===== src/rtl/uart_tx_engine.sv =====
// UART transmitter driven by a 16x oversampling tick: start bit, DBIT data bits LSB-first, stop period.
// Define UART_TX_PARITY_EN to insert an even-parity bit between the data bits and the stop period.
module uart_tx_engine #(
   parameter int DBIT    = 8,
   parameter int SB_TICK = 16
) (
   input  logic            clk,
   input  logic            reset,
   input  logic            tx_start,
   input  logic            s_tick,
   input  logic [DBIT-1:0] din,
   output logic            tx_busy,
   output logic            tx_done_tick,
   output logic            tx
);

   // Tick counter must reach SB_TICK-1 during the stop period, and 15 elsewhere.
   localparam int SW = (SB_TICK > 16) ? $clog2(SB_TICK) : 4;

`ifdef UART_TX_PARITY_EN
   typedef enum logic [2:0] {IDLE, START, DATA, PARITY, STOP} state_t;
   logic parity_reg, parity_next;
`else
   typedef enum logic [2:0] {IDLE, START, DATA, STOP} state_t;
`endif

   state_t          state_reg, state_next;
   logic [SW-1:0]   s_reg, s_next;
   logic [2:0]      n_reg, n_next;
   logic [DBIT-1:0] b_reg, b_next;
   logic            tx_reg, tx_next;
   logic            done_reg, done_next;

   always_ff @(posedge clk or posedge reset) begin
      if (reset) begin
         state_reg  <= IDLE;
         s_reg      <= '0;
         n_reg      <= '0;
         b_reg      <= '0;
         tx_reg     <= 1'b1;
         done_reg   <= 1'b0;
`ifdef UART_TX_PARITY_EN
         parity_reg <= 1'b0;
`endif
      end else begin
         state_reg  <= state_next;
         s_reg      <= s_next;
         n_reg      <= n_next;
         b_reg      <= b_next;
         tx_reg     <= tx_next;
         done_reg   <= done_next;
`ifdef UART_TX_PARITY_EN
         parity_reg <= parity_next;
`endif
      end
   end

   // tx is computed one edge ahead so the line changes exactly on the bit-boundary edge.
   always_comb begin
      state_next  = state_reg;
      s_next      = s_reg;
      n_next      = n_reg;
      b_next      = b_reg;
      tx_next     = tx_reg;
      done_next   = 1'b0;
`ifdef UART_TX_PARITY_EN
      parity_next = parity_reg;
`endif
      case (state_reg)
         IDLE: begin
            tx_next = 1'b1;
            if (tx_start) begin
               state_next  = START;
               s_next      = '0;
               b_next      = din;
               tx_next     = 1'b0;
`ifdef UART_TX_PARITY_EN
               parity_next = ^din;
`endif
            end
         end
         START: begin
            if (s_tick) begin
               if (s_reg == SW'(15)) begin
                  state_next = DATA;
                  s_next     = '0;
                  n_next     = '0;
                  tx_next    = b_reg[0];
               end else begin
                  s_next = s_reg + 1'b1;
               end
            end
         end
         DATA: begin
            if (s_tick) begin
               if (s_reg == SW'(15)) begin
                  s_next = '0;
                  b_next = b_reg >> 1;
                  if (n_reg == 3'(DBIT - 1)) begin
`ifdef UART_TX_PARITY_EN
                     state_next = PARITY;
                     tx_next    = parity_reg;
`else
                     state_next = STOP;
                     tx_next    = 1'b1;
`endif
                  end else begin
                     n_next  = n_reg + 3'd1;
                     tx_next = b_reg[1];
                  end
               end else begin
                  s_next = s_reg + 1'b1;
               end
            end
         end
`ifdef UART_TX_PARITY_EN
         PARITY: begin
            if (s_tick) begin
               if (s_reg == SW'(15)) begin
                  state_next = STOP;
                  s_next     = '0;
                  tx_next    = 1'b1;
               end else begin
                  s_next = s_reg + 1'b1;
               end
            end
         end
`endif
         STOP: begin
            tx_next = 1'b1;
            if (s_tick) begin
               if (s_reg == SW'(SB_TICK - 1)) begin
                  state_next = IDLE;
                  done_next  = 1'b1;
               end else begin
                  s_next = s_reg + 1'b1;
               end
            end
         end
         default: begin
            state_next = IDLE;
            tx_next    = 1'b1;
         end
      endcase
   end

   assign tx_busy      = (state_reg != IDLE);
   assign tx_done_tick = done_reg;
   assign tx           = tx_reg;

endmodule


===== config.mk =====
export PLATFORM = sky130hd
export DESIGN_NAME = uart_tx_engine
export DESIGN_NICKNAME = d
export VERILOG_FILES = /design/src/rtl/uart_tx_engine.sv
export SDC_FILE = /design/constraint.sdc
export NUM_CORES = 1
export LEC_CHECK = 0
export CORE_MARGIN = 1.5
export CORE_UTILIZATION = 48
export CTS_BUF_LIST = sky130_fd_sc_hd__clkbuf_16
export CTS_CLUSTER_DIAMETER = 80
export DETAILED_ROUTE_END_ITERATION = 6
export PLACE_DENSITY = 0.74
export SETUP_SLACK_MARGIN = 0.4
export SYNTH_ARGS = -nofsm -noshare
export SYNTH_HDL_FRONTEND = slang
export SYNTH_SLANG_ARGS = --single-unit

===== constraint.sdc =====
create_clock -name clk -period 1.7 [get_ports clk]
set_input_delay 0.34 -clock clk [delete_from_list [all_inputs] [get_ports clk]]
set_output_delay 0.34 -clock clk [all_outputs]
set_load 0.05 [all_outputs]

==> flow_metrics.py <==
metrics = {
    "finish": {
        "drive_above_1_share_pct": 40.5,
        "nNetsFinal": 174,
        "area_growth_pct": 54.7,
        "largest_register_ffs": 8,
        "fin_util_pct": 78.5,
        "layout_common_cells": "buf_4, dfrtp_1, clkdlybuf4s50_1",
        "layout_commonest_cell": "buf_4",
        "layout.cells.non_filler": 181,
        "antenna-diode-count": 0,
    },
    "power": {
        "cellPowerDensity_nw_per_um2": 1940,
        "p_int_mw": 2.02,
        "p_total_mw": 3.33,
        "seqPwrFrac_pct": 23.8,
        "netSwitchingPower_mw": 1.31,
        "leakage_nw": 0.753,
        "p_clk_share_pct": 14.7,
        "p_sw_share_pct": 39.4,
        "irDropWorstVdd_mv": 1.50,
        "power_frac_comb_pct": 61.5,
    },
    "floorplan": {
        "die_area_um2": 2620,
        "ios": 15,
        "coreArea_um2": 2190,
        "die_w_um": 51.1,
        "initial_core_util_pct": 50.8,
        "rows": 17,
        "die_y_um": 51.1,
    },
    "placement": {
        "placed_cells": 161,
        "post-dp-hpwl_um": 1750,
        "gp_congestion": 0.894,
        "port-buffer-count": 14,
    },
    "worst_setup_path": {
        "end_kind": "flip-flop",
        "slowest_delay_ns": 0.43,
        "crit_arrival_ns": 1.82,
        "startpoint_type": "flip-flop",
        "crit_chain": "inv_2 > ha_4 > o21ba_4 > and3_4 > and2_4 > mux2_2",
        "critical_path_class": "flip-flop to flip-flop",
        "required_ns": 1.83,
        "cp_slowest_cell": "dfrtp_1",
        "cp_max_fo": 4,
    },
    "sta": {
        "slew_viol_final": 0,
        "rsz0062_at_grt": "yes",
        "fin_hold_ws_ns": 0.413,
        "setup_viol": 0,
        "finalHoldViolCount": 0,
        "finalClockSkew_ns": 0.00128,
        "slew_headroom_pct": 82.6,
        "clock.fmax_mhz": 593,
        "worst_pin_slew_ns": 0.259,
        "fin_crit_sh_pct": 99.2,
        "min_period_ns": 1.69,
    },
    "clock_network": {
        "cts_num_sinks": 19,
        "postCtsHoldBufs": 0,
        "cts.root.buffer_cell": "clkbuf_16",
        "cts.reportedPaths.clkPinSlew_ns": 0.06,
        "h-tree-depth": 1,
        "numCtsBuffers": 3,
        "max-clock-path-buffers": 2,
        "cts_tree": "built",
        "clk_latency_ns": 0.25,
    },
    "drt": {
        "firstDrtPassIters": 4,
        "vias": 1072,
        "routed_wl_um": 3220,
        "drc_errors": 0,
        "postRouteAntennaNets": 0,
        "drt_iter0_markers": 31,
        "avgRoutedWirePerCell_um": 17.8,
        "via_per_inst": 5.92,
    },
    "grt": {
        "grt_remaining_overflow": 0,
        "grt_pass1_wl_um": 4550,
        "grt.total_usage_pct": 23.3,
        "grt_pass1_vias": 1006,
        "antenna_found_initial": 0,
        "grt_max_degree": 20,
    },
    "synthesis": {
        "yosys_warnings": 0,
        "synth_edf_count": 0,
        "synth_cells": 114,
        "syn_area_um2": 1110,
        "synth_nets": 134,
        "seq_area_frac_synth_pct": 42.9,
        "synth_seq_cells": 19,
        "synth_ff_type": "dfrtp_1",
        "syn_area_per_cell_um2": 9.76,
        "postSynth.asyncResetShare_pct": 100,
        "synth_cell_type_count": 36,
    },
    "worst_hold_path": {
        "worstHoldPathType": "input pin to async pin",
    },
    "run_status": {
        "status": "finished clean",
    },
    "job": {
        "cap_violations": 0,
    },
}
-- final cells by class --
| class | count | area, um^2 |
|---|---|---|
| sequential | 19 | 477 |
| clock inverter | 1 | 3.75 |
| fill | 142 | 470 |
| clock buffer | 3 | 75.1 |
| tap | 28 | 35.0 |
| multi-input combinational | 83 | 741 |
| timing repair buffer | 38 | 355 |
| inverter | 9 | 33.8 |
-- worst paths after layout --
| path | startpoint | slack [ns] | depth (start not counted) | end |
|---|---|---|---|---|
| max in group asynchronous | reset | 1.02 | 3 | tx |
| min | reset | 0.41 | 3 | n_reg[0] |
| min reg2reg | b_reg[7] | 0.54 | 2 | b_reg[7] |
| min in group clk | b_reg[7] | 0.54 | 2 | b_reg[7] |
| max reg2reg | state_reg[0] | 0.01 | 6 | s_reg[0] |
| max | state_reg[0] | 0.01 | 6 | s_reg[0] |
-- Yosys cell counts, types with 3 or more instances --
master	n	area [um^2]
nand2_1	10	37.5
nor2_1	7	26.3
ha_1	8	100
nand3_1	3	15.0
a22o_1	4	35.0
o21ai_1	4	20.0
o22ai_1	10	62.6
o21ai_0	4	20.0
a21oi_1	9	45.0
dfrtp_1	18	450
inv_1	9	33.8
-- through the flow --
step	cell area (um^2)	TNS (ns)	setup WS, ns
6_report	1720	0	0.0131
5_1_grt	1720	-0.0238	-0.0184
4_1_cts	1570	0	0.0689
3_5_place_dp	1370	-0.629	-0.118
3_3_place_gp	1370	-0.225	-0.0787
2_1_floorplan	1150	0	0.163
-- repair_timing --
item | in CTS | in global routing
endpoints found under the setup margin | 20 | 20
gates resized for setup | 12 | 19
pin swaps | 0 | 8
setup buffers | 9 | 7
-- critical path, delay by kind of cell (launching register included) --
kind | cells | cell delay (ns)
fa+ha+maj | 1 | 0.23
compound gates | 1 | 0.20
mux | 1 | 0.27
buf+inv | 1 | 0.14
flops | 1 | 0.43
simple gates | 2 | 0.30
-- layer usage --
metal,routed length [um],vias up,global-route usage [%]
met5,0,-,0
met4,48,0,8.56
met3,119,7,3.51
met2,1690,33,40.9
met1,1360,529,28.9
li1,-,503,-
-- cells by family after synthesis --
family,Yosys count,share of synthesized area [%]
and+or+nand+nor,29,13.0
muxes,3,3.37
AOI/OAI and AO/OA,43,26.9
buffers and inverters,12,4.84
DFF,19,42.9
adders and majority gates,8,9.00
-- power groups by stage --
stage / clock, mW / sequential (mW) / combinational (mW)
global route: 0.516 / 0.812 / 2.18
global placement: 0 / 0.772 / 1.37
detailed placement: 0 / 0.787 / 1.40
finish: 0.489 / 0.793 / 2.05
floorplan: 0 / 0.780 / 1.01
CTS: 0.487 / 0.775 / 1.58
Note: power is estimated with default switching activity, not from simulation.
